[src/rtl/jt12_mmr_wrq.sv]
// jt12_mmr_wrq: queued CPU write front end for the FM register file.
// Address-port writes update a shadow register/bank; data-port writes push
// {bank, reg, data} into a circular queue that a small FSM drains as
// single-cycle strobes separated by a programmable hold time.
module jt12_mmr_wrq #(
  parameter int DEPTH    = 8,
  parameter int BANKS    = 2,
  parameter int HOLD     = 32,
  parameter int HOLD_KON = 64,
  parameter int CW       = 8,
  localparam int AW = 1 + $clog2(BANKS),
  localparam int BW = (AW > 1) ? AW - 1 : 1,
  localparam int LW = $clog2(DEPTH) + 1
) (
  input  logic          clk,
  input  logic          rst,
  input  logic          cen,
  input  logic [7:0]    din,
  input  logic [AW-1:0] addr,
  input  logic          write,
  input  logic          flush,
  output logic          busy,
  output logic          full,
  output logic          empty,
  output logic [LW-1:0] level,
  output logic          wr_stb,
  output logic [BW-1:0] wr_bank,
  output logic [7:0]    wr_reg,
  output logic [7:0]    wr_data,
  output logic [CW-1:0] ovf_cnt
);

  localparam int PW   = $clog2(DEPTH);
  localparam int EW   = BW + 16;
  localparam int HMAX = (HOLD > HOLD_KON) ? HOLD : HOLD_KON;
  localparam int HW   = (HMAX > 0) ? $clog2(HMAX + 1) : 1;

  typedef enum logic [1:0] {
    S_IDLE,
    S_ISSUE,
    S_HOLD
  } state_t;

  state_t        r_state;
  state_t        w_state_nxt;
  logic [HW-1:0] r_cnt;
  logic [HW-1:0] w_cnt_nxt;
  logic          w_pop;
  logic          w_stb_nxt;

  logic [BW-1:0] r_shadow_bank;
  logic [7:0]    r_shadow_reg;
  logic [EW-1:0] r_mem [DEPTH];
  logic [PW-1:0] r_wptr;
  logic [PW-1:0] r_rptr;
  logic [LW-1:0] r_level;
  logic          r_busy;
  logic          r_stb;
  logic [BW-1:0] r_wr_bank;
  logic [7:0]    r_wr_reg;
  logic [7:0]    r_wr_data;
  logic [CW-1:0] r_ovf;

  logic [BW-1:0] w_addr_bank;
  logic          w_addr_wr;
  logic          w_data_wr;
  logic          w_full;
  logic          w_empty;
  logic          w_push;
  logic          w_drop;
  logic [LW-1:0] w_level_nxt;
  logic          w_busy_nxt;
  logic [EW-1:0] w_head;

  // Single-bank parts have no bank bits in the address, so the bank is 0.
  generate
    if (AW > 1) begin : g_bank
      assign w_addr_bank = addr[AW-1:1];
    end else begin : g_nobank
      assign w_addr_bank = '0;
    end
  endgenerate

  assign w_addr_wr = write & ~addr[0];
  assign w_data_wr = write & addr[0];
  assign w_full    = (r_level == LW'(DEPTH));
  assign w_empty   = (r_level == '0);
  assign w_head    = r_mem[r_rptr];

  // A push into a full queue is still accepted when the head leaves on the
  // same edge; flush discards a concurrent push without counting it as lost.
  assign w_push = w_data_wr & ~flush & (~w_full | w_pop);
  assign w_drop = w_data_wr & ~flush & w_full & ~w_pop;

  assign w_level_nxt = flush ? '0 : (r_level + LW'(w_push) - LW'(w_pop));
  assign w_busy_nxt  = (w_state_nxt != S_IDLE) || (w_level_nxt != '0);

  // Drain FSM: pop the head when idle, strobe for one cycle, then wait out
  // the hold time (longer after a key-on write) counted in cen ticks.
  always_comb begin
    w_state_nxt = r_state;
    w_cnt_nxt   = r_cnt;
    w_pop       = 1'b0;
    w_stb_nxt   = 1'b0;
    case (r_state)
      S_IDLE: begin
        if (!w_empty && !flush) begin
          w_pop       = 1'b1;
          w_stb_nxt   = 1'b1;
          w_state_nxt = S_ISSUE;
        end
      end
      S_ISSUE: begin
        w_cnt_nxt   = (r_wr_reg == 8'h28) ? HW'(HOLD_KON) : HW'(HOLD);
        w_state_nxt = S_HOLD;
      end
      S_HOLD: begin
        if (r_cnt == '0) begin
          w_state_nxt = S_IDLE;
        end else if (cen) begin
          w_cnt_nxt = r_cnt - HW'(1);
          if (r_cnt == HW'(1)) begin
            w_state_nxt = S_IDLE;
          end
        end
      end
      default: w_state_nxt = S_IDLE;
    endcase
  end

  // FSM state, hold counter and issue outputs.
  always_ff @(posedge clk) begin
    if (rst) begin
      r_state   <= S_IDLE;
      r_cnt     <= '0;
      r_stb     <= 1'b0;
      r_wr_bank <= '0;
      r_wr_reg  <= 8'h00;
      r_wr_data <= 8'h00;
      r_busy    <= 1'b0;
    end else begin
      r_state <= w_state_nxt;
      r_cnt   <= w_cnt_nxt;
      r_stb   <= w_stb_nxt;
      r_busy  <= w_busy_nxt;
      if (w_pop) begin
        {r_wr_bank, r_wr_reg, r_wr_data} <= w_head;
      end
    end
  end

  // Shadow address, queue pointers, occupancy and the overflow counter.
  always_ff @(posedge clk) begin
    if (rst) begin
      r_shadow_bank <= '0;
      r_shadow_reg  <= 8'h00;
      r_wptr        <= '0;
      r_rptr        <= '0;
      r_level       <= '0;
      r_ovf         <= '0;
    end else begin
      if (w_addr_wr) begin
        r_shadow_bank <= w_addr_bank;
        r_shadow_reg  <= din;
      end
      if (w_push) begin
        r_wptr <= r_wptr + PW'(1);
      end
      if (flush) begin
        r_rptr <= r_wptr;
      end else if (w_pop) begin
        r_rptr <= r_rptr + PW'(1);
      end
      r_level <= w_level_nxt;
      if (w_drop && (r_ovf != '1)) begin
        r_ovf <= r_ovf + CW'(1);
      end
    end
  end

  // Queue storage; contents need no reset since occupancy gates every read.
  always_ff @(posedge clk) begin
    if (w_push) begin
      r_mem[r_wptr] <= {r_shadow_bank, r_shadow_reg, din};
    end
  end

  assign busy    = r_busy;
  assign full    = w_full;
  assign empty   = w_empty;
  assign level   = r_level;
  assign wr_stb  = r_stb;
  assign wr_bank = r_wr_bank;
  assign wr_reg  = r_wr_reg;
  assign wr_data = r_wr_data;
  assign ovf_cnt = r_ovf;

endmodule

[config.mk]
export PLATFORM = sky130hd
export DESIGN_NAME = jt12_mmr_wrq
export DESIGN_NICKNAME = d
export VERILOG_FILES = /design/src/rtl/jt12_mmr_wrq.sv
export SDC_FILE = /design/constraint.sdc
export NUM_CORES = 1
export LEC_CHECK = 0
export BUFFER_PORTS_ARGS = -buffer_cell sky130_fd_sc_hd__buf_2
export CAP_MARGIN = 20
export CORE_UTILIZATION = 60
export DETAILED_ROUTE_END_ITERATION = 12
export GPL_ROUTABILITY_DRIVEN = 0
export PLACE_DENSITY = 0.88
export SYNTH_ARGS = -nofsm -noshare
export SYNTH_HDL_FRONTEND = slang
export SYNTH_SLANG_ARGS = --single-unit
[constraint.sdc]
create_clock -name clk -period 3.37 [get_ports clk]
set_input_delay 0.1685 -clock clk [delete_from_list [all_inputs] [get_ports clk]]
set_output_delay 0.1685 -clock clk [all_outputs]
set_load 0.05 [all_outputs]
==> reports/qor.csv, run 1 <==
metric;value;unit
vias;4600;
slew_headroom;34.4;%
cp-startpoint;level[2]$_SDFF_PP0_;
r2r-end;busy$_SDFF_PP0_;
drt-initial-drc-count;470;
largest_reg_flops;136;
synth_common_cells;edfxtp_1, dfxtp_1, nor2_1;
endpoint_kind;flop;
viasPerCell;6.25;
final_nets;581;
syn_inst;500;
drc;0;
worst-setup-path-type;flop to flop;
cap_violations;0;
drt_first_pass_iters;5;
synthesis.nets;526;
fillCellCount;760;
crit_arrival;3.01;ns
io_pins;48;
irDropWorstVdd;0.339;mV
hold_depth;1;
synth_cell_types;51;
core;0.0122;mm2
first_global_vias;4453;
reg2reg_from;level[2]$_SDFF_PP0_;
synth-edff-count;136;
crit_end;busy$_SDFF_PP0_;
powerDensity;623;mW/mm2
fin_crit_sh;78.8;%
slew_violations;0;
seq_area_frac_synth;67.9;%
grt_pass1_wl;24400;um
path_clk_slew;0.06;ns
synthTopCellsByArea;edfxtp_1, dfxtp_1, mux4_2;
worst-slew-pin-transition;0.982;ns
initial_core_util;62.5;%
synthDominantCellAreaShare;53.5;%
cts_tree;built;
layout-drive-gt1-share;23.9;%
grt_usage;26.3;%
cts.sinks;191;
cts-resized-gates;0;
crit_fanout;4;
grt_overflow;0;
clock-root-buffer;clkbuf_16;
ant_nets;0;
routed_wl;15900;um
syn2layout_area_growth;13.4;%
fp.dieW;115;um
reg2regPathDepth;13;
dp_hpwl;9330;um
synthArstFlopShare;0;%
critPathLaunchType;flop;
regMostFlops;r_mem;
rrSetupSlack;0.71;ns
clk_latency;0.43;ns
power_leakage;2.95;nW
dpl-instance-area;0.00806;mm2
fin_crit;2.66;ns
numCtsBuffers;17;
cts_setup_buffers;0;
hold_buffers;1;
antenna_found_initial;0;
yosys.area.top_type;edfxtp_1;
worstPathRequired;3.72;ns
fmax;377;MHz
status;finished clean;
grt_max_degree;38;
dieArea;0.0132;mm2
post-synth-top-count-cell;edfxtp_1;
setup_viol;0;
wl_per_cell;21.6;um
die_h;115;um
ys_ff_latch;191;
fin_area;0.00865;mm2
numPortBuffers;47;
ctsHtreeMaxLevel;4;
yosysWarnings;0;
cts_max_path_buffers;2;
synthesis.area;0.00763;mm2
hold_class;input port to flop;
avgSynthCellArea;15.3;um2
synth_ff_type;edfxtp_1;
grt_setup_unrepaired;false;
rows;40;
tns;0;ns
clock_skew;0.00680;ns
num_antenna_cells;0;
finalHoldViolations;0;
## layout make-up
type	count	area, um2	area share (%)
inverters	12	50.0	0.578
well taps	168	210	2.43
multi-input cells	271	2280	26.3
clock buffers	24	514	5.94
flip-flops and latches	191	5190	59.9
clock inverters	8	66.3	0.766
repair buffers	62	350	4.05
## metal layers
| metal | vias up | wire length, um | share of wire (%) | track usage, % |
|---|---|---|---|---|
| li1 | 2038 | - | - | - |
| met4 | 0 | 362 | 2.3 | 13.3 |
| met2 | 236 | 7990 | 50 | 41.6 |
| met3 | 32 | 1230 | 7.8 | 6.17 |
| met5 | - | 0 | 0 | 0 |
| met1 | 2294 | 6300 | 40 | 34.6 |
## worst max-delay path, cell delays in order (launching register included)
cell	delay, ns
dfxtp_1	0.31
inv_1	0.09
ha_1	0.15
or3b_4	0.41
clkinv_4	0.09
nor2_2	0.05
nand2_1	0.13
o21ai_0	0.11
ha_1	0.24
fa_1	0.52
nor2_1	0.06
a21oi_1	0.16
nor2_1	0.07
a31oi_1	0.18
## worst min path at each step
stage          startpoint                          to  slack [ns]
2_1_floorplan      din[0]       r_mem[0][0]$_DFFE_PP_        0.27
3_3_place_gp      addr[1]  r_shadow_bank$_SDFFE_PP0P_        0.43
3_5_place_dp      addr[1]  r_shadow_bank$_SDFFE_PP0P_        0.44
4_1_cts            din[0]       r_mem[7][0]$_DFFE_PP_       0.001
5_1_grt            din[0]       r_mem[4][0]$_DFFE_PP_        0.02
6_report           din[0]       r_mem[0][0]$_DFFE_PP_        0.03
## stage by stage
step / setup slack [ns] / hold WS (ns) / util, % / std cells / power [mW]
final: 0.714 / 0.0272 / 70.9 / 736 / 5.39
after detailed placement: 0.804 / 0.437 / 66.0 / 703 / 3.49
after CTS: 0.743 / 0.00145 / 70.9 / 736 / 5.41
after global routing: 0.608 / 0.0152 / 70.9 / 736 / 5.57
after floorplan: 0.307 / 0.267 / - / 500 / 3.30
after global placement: 0.922 / 0.432 / 66.0 / 703 / 3.45
## layout by cell type, fill, tap and decap left out, types with 9 or more instances in the layout
cell,Yosys,routed
a211oi_1,18,18
a21oi_1,30,30
buf_2,6,47
buf_4,5,14
clkbuf_16,0,19
dfxtp_1,55,54
edfxtp_1,136,136
ha_1,10,10
inv_1,11,11
mux2i_1,17,17
mux4_2,34,34
nand2_1,31,31
nand3_1,11,11
nor2_1,35,34
o21ai_0,9,9
or3_1,10,10
## logic make-up (layout without fill, tap and decap cells)
logic type / count (synthesis) / after routing / share of synthesized area, %
flops: 191 / 191 / 67.9
simple gates: 124 / 124 / 8.07
compound gates: 78 / 78 / 6.53
mux: 54 / 54 / 12.7
buf+inv: 38 / 106 / 2.39
fa+ha+maj: 11 / 11 / 1.90
xor+xnor: 4 / 4 / 0.459
## power breakdown
| part | internal [mW] | leakage, nW | total [mW] | switching, mW |
|---|---|---|---|---|
| logic | 0.241 | 0.967 | 0.784 | 0.543 |
| clock network | 1.09 | 0.285 | 1.94 | 0.851 |
| registers | 2.59 | 1.69 | 2.67 | 0.0752 |
Power figures use the tool's default switching activity.
==> run 2: changes to the inputs <==
Settings changed: CORE_UTILIZATION 60 to 54, PLACE_DENSITY 0.88 to 0.84.
Clock period 3.37 ns to 2.4 ns, I/O delays scaled along.
==> reports/qor.csv, run 2 (same netlist as run 1, synthesis figures left out) <==
metric;value;unit
grt_usage;24.0;%
cts.sinks;191;
syn2layout_area_growth;18.7;%
drc;0;
tns;-0.0218;ns
layout-drive-gt1-share;28.4;%
grt_setup_unrepaired;true;
hold_path_end;wr_stb$_SDFF_PP0_;
fillCellCount;889;
worstPathRequired;2.75;ns
worst-slew-pin-transition;0.540;ns
grt_pass1_wl;25200;um
p_clk_share;35.7;%
setup_viol;1;
sw_frac_of_total;27.4;%
vias;4657;
largest_reg_flops;136;
clock-root-buffer;clkbuf_16;
initial_core_util;55.2;%
drt-initial-drc-count;539;
hold_depth;2;
worst-setup-path-type;flop to flop;
final_nets;604;
clock_skew;0.00727;ns
die_h;121;um
hold_slack;0.147;ns
reg2regPathDepth;13;
finalHoldViolations;0;
numCtsBuffers;17;
crit_arrival;2.78;ns
io_pins;48;
powerDensity;856;mW/mm2
power_leakage;3.07;nW
final_core_util;65.5;%
rows;43;
num_antenna_cells;0;
status;complete, but fails checks;
layout_common_cells;edfxtp_1, dfxtp_1, buf_2;
endpoint_kind;flop;
seqPwrFrac;48.4;%
min_from;rst;
crit_fanout;3;
fin_ws;-0.0218;ns
dp_hpwl;10100;um
fp.dieW;121;um
cts_max_path_buffers;2;
grt_overflow;0;
drt_first_pass_iters;5;
cell_internal_pwr;5.63;mW
ctsHtreeMaxLevel;4;
final_common_cell;edfxtp_1;
r2r-end;busy$_SDFF_PP0_;
viasPerCell;6.04;
dieArea;0.0146;mm2
violations;setup timing;
numPortBuffers;47;
core;0.0138;mm2
grt_max_degree;38;
routed_wl;16500;um
slew_violations;0;
ant_nets;0;
fin_crit;2.42;ns
hold_class;input port to flop;
rrSetupSlack;-0.02;ns
reg2reg_from;level[2]$_SDFF_PP0_;
p_switching;2.12;mW
pwr-share-comb;15.8;%
fmax;413;MHz
wl_per_cell;21.3;um
regMostFlops;r_mem;
pre_cts_slack;-0.0346;ns
critPathLaunchType;flop;
first_global_vias;4582;
slew_headroom;63.5;%
irDropWorstVdd;0.602;mV
cts_tree;built;
cap_violations;0;
fin_crit_sh;101;%
clk_latency;0.44;ns
path_clk_slew;0.07;ns
antenna_found_initial;0;
-- run 2: changes by cell type in the layout (fill, tap and decap cells not counted), sizes merged --
| cell | change |
|---|---|
| inv | -1 |
| clkinvlp | +1 |
| clkinv | +1 |
| clkbuf | -3 |
| dlygate4sd3 | +9 |
| bufinv | +2 |
| buf | +14 |
-- run 2: final cells by class --
| class | instances | area [um2] | share of cell area, % |
|---|---|---|---|
| Clock buffer | 21 | 450 | 4.97 |
| Tap cell | 180 | 225 | 2.49 |
| Timing Repair Buffer | 85 | 637 | 7.03 |
| Clock inverter | 11 | 133 | 1.46 |
| Multi-Input combinational cell | 271 | 2360 | 26.0 |
| Sequential cell | 191 | 5200 | 57.4 |
| Inverter | 12 | 57.6 | 0.635 |
-- run 2: layer usage --
layer	GRT usage, %	share of wire, %	vias to the layer above
met5	0	0	-
met4	12.7	3.4	0
met3	6.34	7.0	44
met2	39.1	51	218
met1	29.5	39	2309
li1	-	-	2086
-- run 2: power groups by stage --
stage	sequential, mW	combinational, mW	clock, mW
2_1_floorplan	4.08	0.597	0
3_3_place_gp	3.81	1.10	0
3_5_place_dp	3.82	1.14	0
4_1_cts	3.75	1.21	2.80
5_1_grt	3.77	1.30	2.93
6_report	3.76	1.23	2.77
-- run 2: metrics by stage --
stage / power [mW] / std cells / area (um2)
floorplan: 4.68 / 500 / 7720
global placement: 4.92 / 724 / 8310
detailed placement: 4.96 / 724 / 8310
CTS: 7.76 / 771 / 9040
global route: 8.00 / 771 / 9060
finish: 7.76 / 771 / 9060
-- run 2: worst max-delay path by stage --
| stage | startpoint | end | cells past startpoint |
|---|---|---|---|
| 2_1_floorplan | level[2]$_SDFF_PP0_ | r_mem[2][0]$_DFFE_PP_ | 6 |
| 3_3_place_gp | level[2]$_SDFF_PP0_ | busy$_SDFF_PP0_ | 13 |
| 3_5_place_dp | level[2]$_SDFF_PP0_ | busy$_SDFF_PP0_ | 12 |
| 4_1_cts | level[3]$_SDFF_PP0_ | busy$_SDFF_PP0_ | 13 |
| 5_1_grt | level[3]$_SDFF_PP0_ | busy$_SDFF_PP0_ | 13 |
| 6_report | level[2]$_SDFF_PP0_ | busy$_SDFF_PP0_ | 13 |
-- run 2: repair_timing --
action	in CTS	in global routing
setup buffers	5	0
setup endpoints to repair	1	31
pin swaps	8	3
hold buffers	10	0
endpoints found under the hold margin	69	0
resized for setup	4	4
-- run 2: worst max-delay path: stages (launching register included) --
cell and delay, ns:
dfxtp_4 0.34, inv_2 0.07, ha_4 0.12, or3b_4 0.42, clkinv_8 0.07, nor2_4 0.03
nand2_4 0.07, o21ai_2 0.06, ha_2 0.20, fa_2 0.55, nor2_2 0.04, a21oi_1 0.16
nor2_1 0.06, a31oi_1 0.15
==> run 3: changes to the inputs <==
Settings changed: CORE_UTILIZATION 54 to 60, PLACE_DENSITY 0.84 to 0.88.
Clock period 2.4 ns to 2.3 ns, I/O delays scaled along.
==> reports/qor.csv, run 3 (same netlist as run 1, synthesis figures left out) <==
metric;value;unit
first_global_vias;4881;
numPortBuffers;47;
drc;0;
grt_overflow;0;
final_nets;603;
clk_latency;0.43;ns
powerDensity;912;mW/mm2
cts.sinks;191;
setup_viol;70;
clock-root-buffer;clkbuf_16;
slew_violations;0;
grt_max_degree;38;
irDropWorstVdd;0.498;mV
seqPwrFrac;46.7;%
hold_slack;0.0665;ns
crit_buf_inv;2;
status;complete, but fails checks;
pwr-share-comb;16.8;%
wl_per_cell;23.7;um
initial_core_util;62.5;%
grt_pass1_wl;26800;um
fp.dieW;115;um
vias;4867;
final_core_util;75.1;%
ant_nets;0;
layout_common_cells;edfxtp_1, dfxtp_1, buf_2;
endpoint_kind;flop;
p_switching;2.33;mW
drt_first_pass_iters;9;
clock_skew;0.0168;ns
cts_max_path_buffers;2;
core;0.0122;mm2
hold_class;input port to flop;
cts_tree;built;
finalHoldViolations;0;
worstPathCellList;inv_4, ha_4, or3b_4, clkinv_8, nor2_4, nand2_4, o21ai_2, ha_2, fa_2, nor2_2, a21oi_1, nor2_1, a31oi_1;
final_common_cell;edfxtp_1;
crit_arrival;2.95;ns
routed_wl;18000;um
pre_cts_slack;-0.137;ns
numCtsBuffers;17;
cp_top_family;adder cells;
fin_ws;-0.350;ns
p_clk_share;36.5;%
viasPerCell;6.42;
dieArea;0.0132;mm2
die_h;115;um
fin_crit;2.65;ns
critPathLaunchType;flop;
path_clk_slew;0.07;ns
slew_headroom;50.5;%
ctsHtreeMaxLevel;4;
dp_hpwl;9890;um
drt-initial-drc-count;550;
antenna_found_initial;0;
fin_crit_sh;115;%
syn2layout_area_growth;20.2;%
cap_violations;0;
rrSetupSlack;-0.35;ns
grt_usage;28.4;%
cell_internal_pwr;6.04;mW
largest_reg_flops;136;
worstPathRequired;2.60;ns
num_antenna_cells;0;
tns;-2.29;ns
regMostFlops;r_mem;
cpPeakStageDelay;0.55;ns
crit_fanout;3;
critical-path-slowest-cell;fa_2;
fmax;377;MHz
layout-drive-gt1-share;30.2;%
power_leakage;3.10;nW
worst-setup-path-type;flop to flop;
rows;40;
worst-slew-pin-transition;0.741;ns
violations;setup timing;
grt_setup_unrepaired;true;
io_pins;48;
sw_frac_of_total;27.8;%
## run 3: changes by cell type in the layout (fill, tap and decap cells not counted), sizes merged
cell | before | now
bufinv | 2 | 3
clkinv | 5 | 4
clkinvlp | 2 | 1
dlygate4sd3 | 10 | 9
inv | 14 | 15
## run 3: layer usage
layer | global-route usage [%] | up-vias | wire length [um]
met3 | 4.96 | 92 | 1320
met4 | 15.9 | 0 | 874
met2 | 48.1 | 297 | 9050
li1 | - | 2080 | -
met1 | 35.1 | 2398 | 6760
met5 | 0 | - | 0
## run 3: repair_timing
action                                  CTS  global route
endpoints found under the setup margin  112           105
hold endpoints to repair                 60             0
hold buffers                              9             0
resized for setup                         8             8
buffers inserted                          4             3
pin swaps                                 8             3
## run 3: final timing paths
path         depth (start not counted)                     from                       to
max                                 13      level[2]$_SDFF_PP0_          busy$_SDFF_PP0_
max reg2reg                         13      level[2]$_SDFF_PP0_          busy$_SDFF_PP0_
min reg2reg                          2  wr_data[5]$_SDFFE_PP0P_  wr_data[5]$_SDFFE_PP0P_
min                                  2                    flush      level[2]$_SDFF_PP0_
## run 3: power groups by stage
stage / Clock [mW] / Combinational [mW] / Sequential [mW]
detailed placement: 0 / 1.24 / 3.97
CTS: 3.06 / 1.33 / 3.89
finish: 3.06 / 1.41 / 3.90
global placement: 0 / 1.20 / 3.95
global route: 3.22 / 1.49 / 3.91
floorplan: 0 / 0.634 / 4.26
## run 3: layout make-up
class,instances,area (um2)
Fill cell,691,3040
Clock buffer,21,450
Clock inverter,11,156
Timing Repair Buffer,84,661
Tap cell,168,210
Multi-Input combinational cell,271,2440
Sequential cell,191,5200
Inverter,12,62.6
## run 3: through the flow
stage | power (mW) | cell area [um2] | std cells
6_report | 8.37 | 9170 | 758
5_1_grt | 8.62 | 9170 | 758
3_3_place_gp | 5.15 | 8350 | 710
2_1_floorplan | 4.89 | 7760 | 500
3_5_place_dp | 5.21 | 8350 | 710
4_1_cts | 8.28 | 9110 | 755
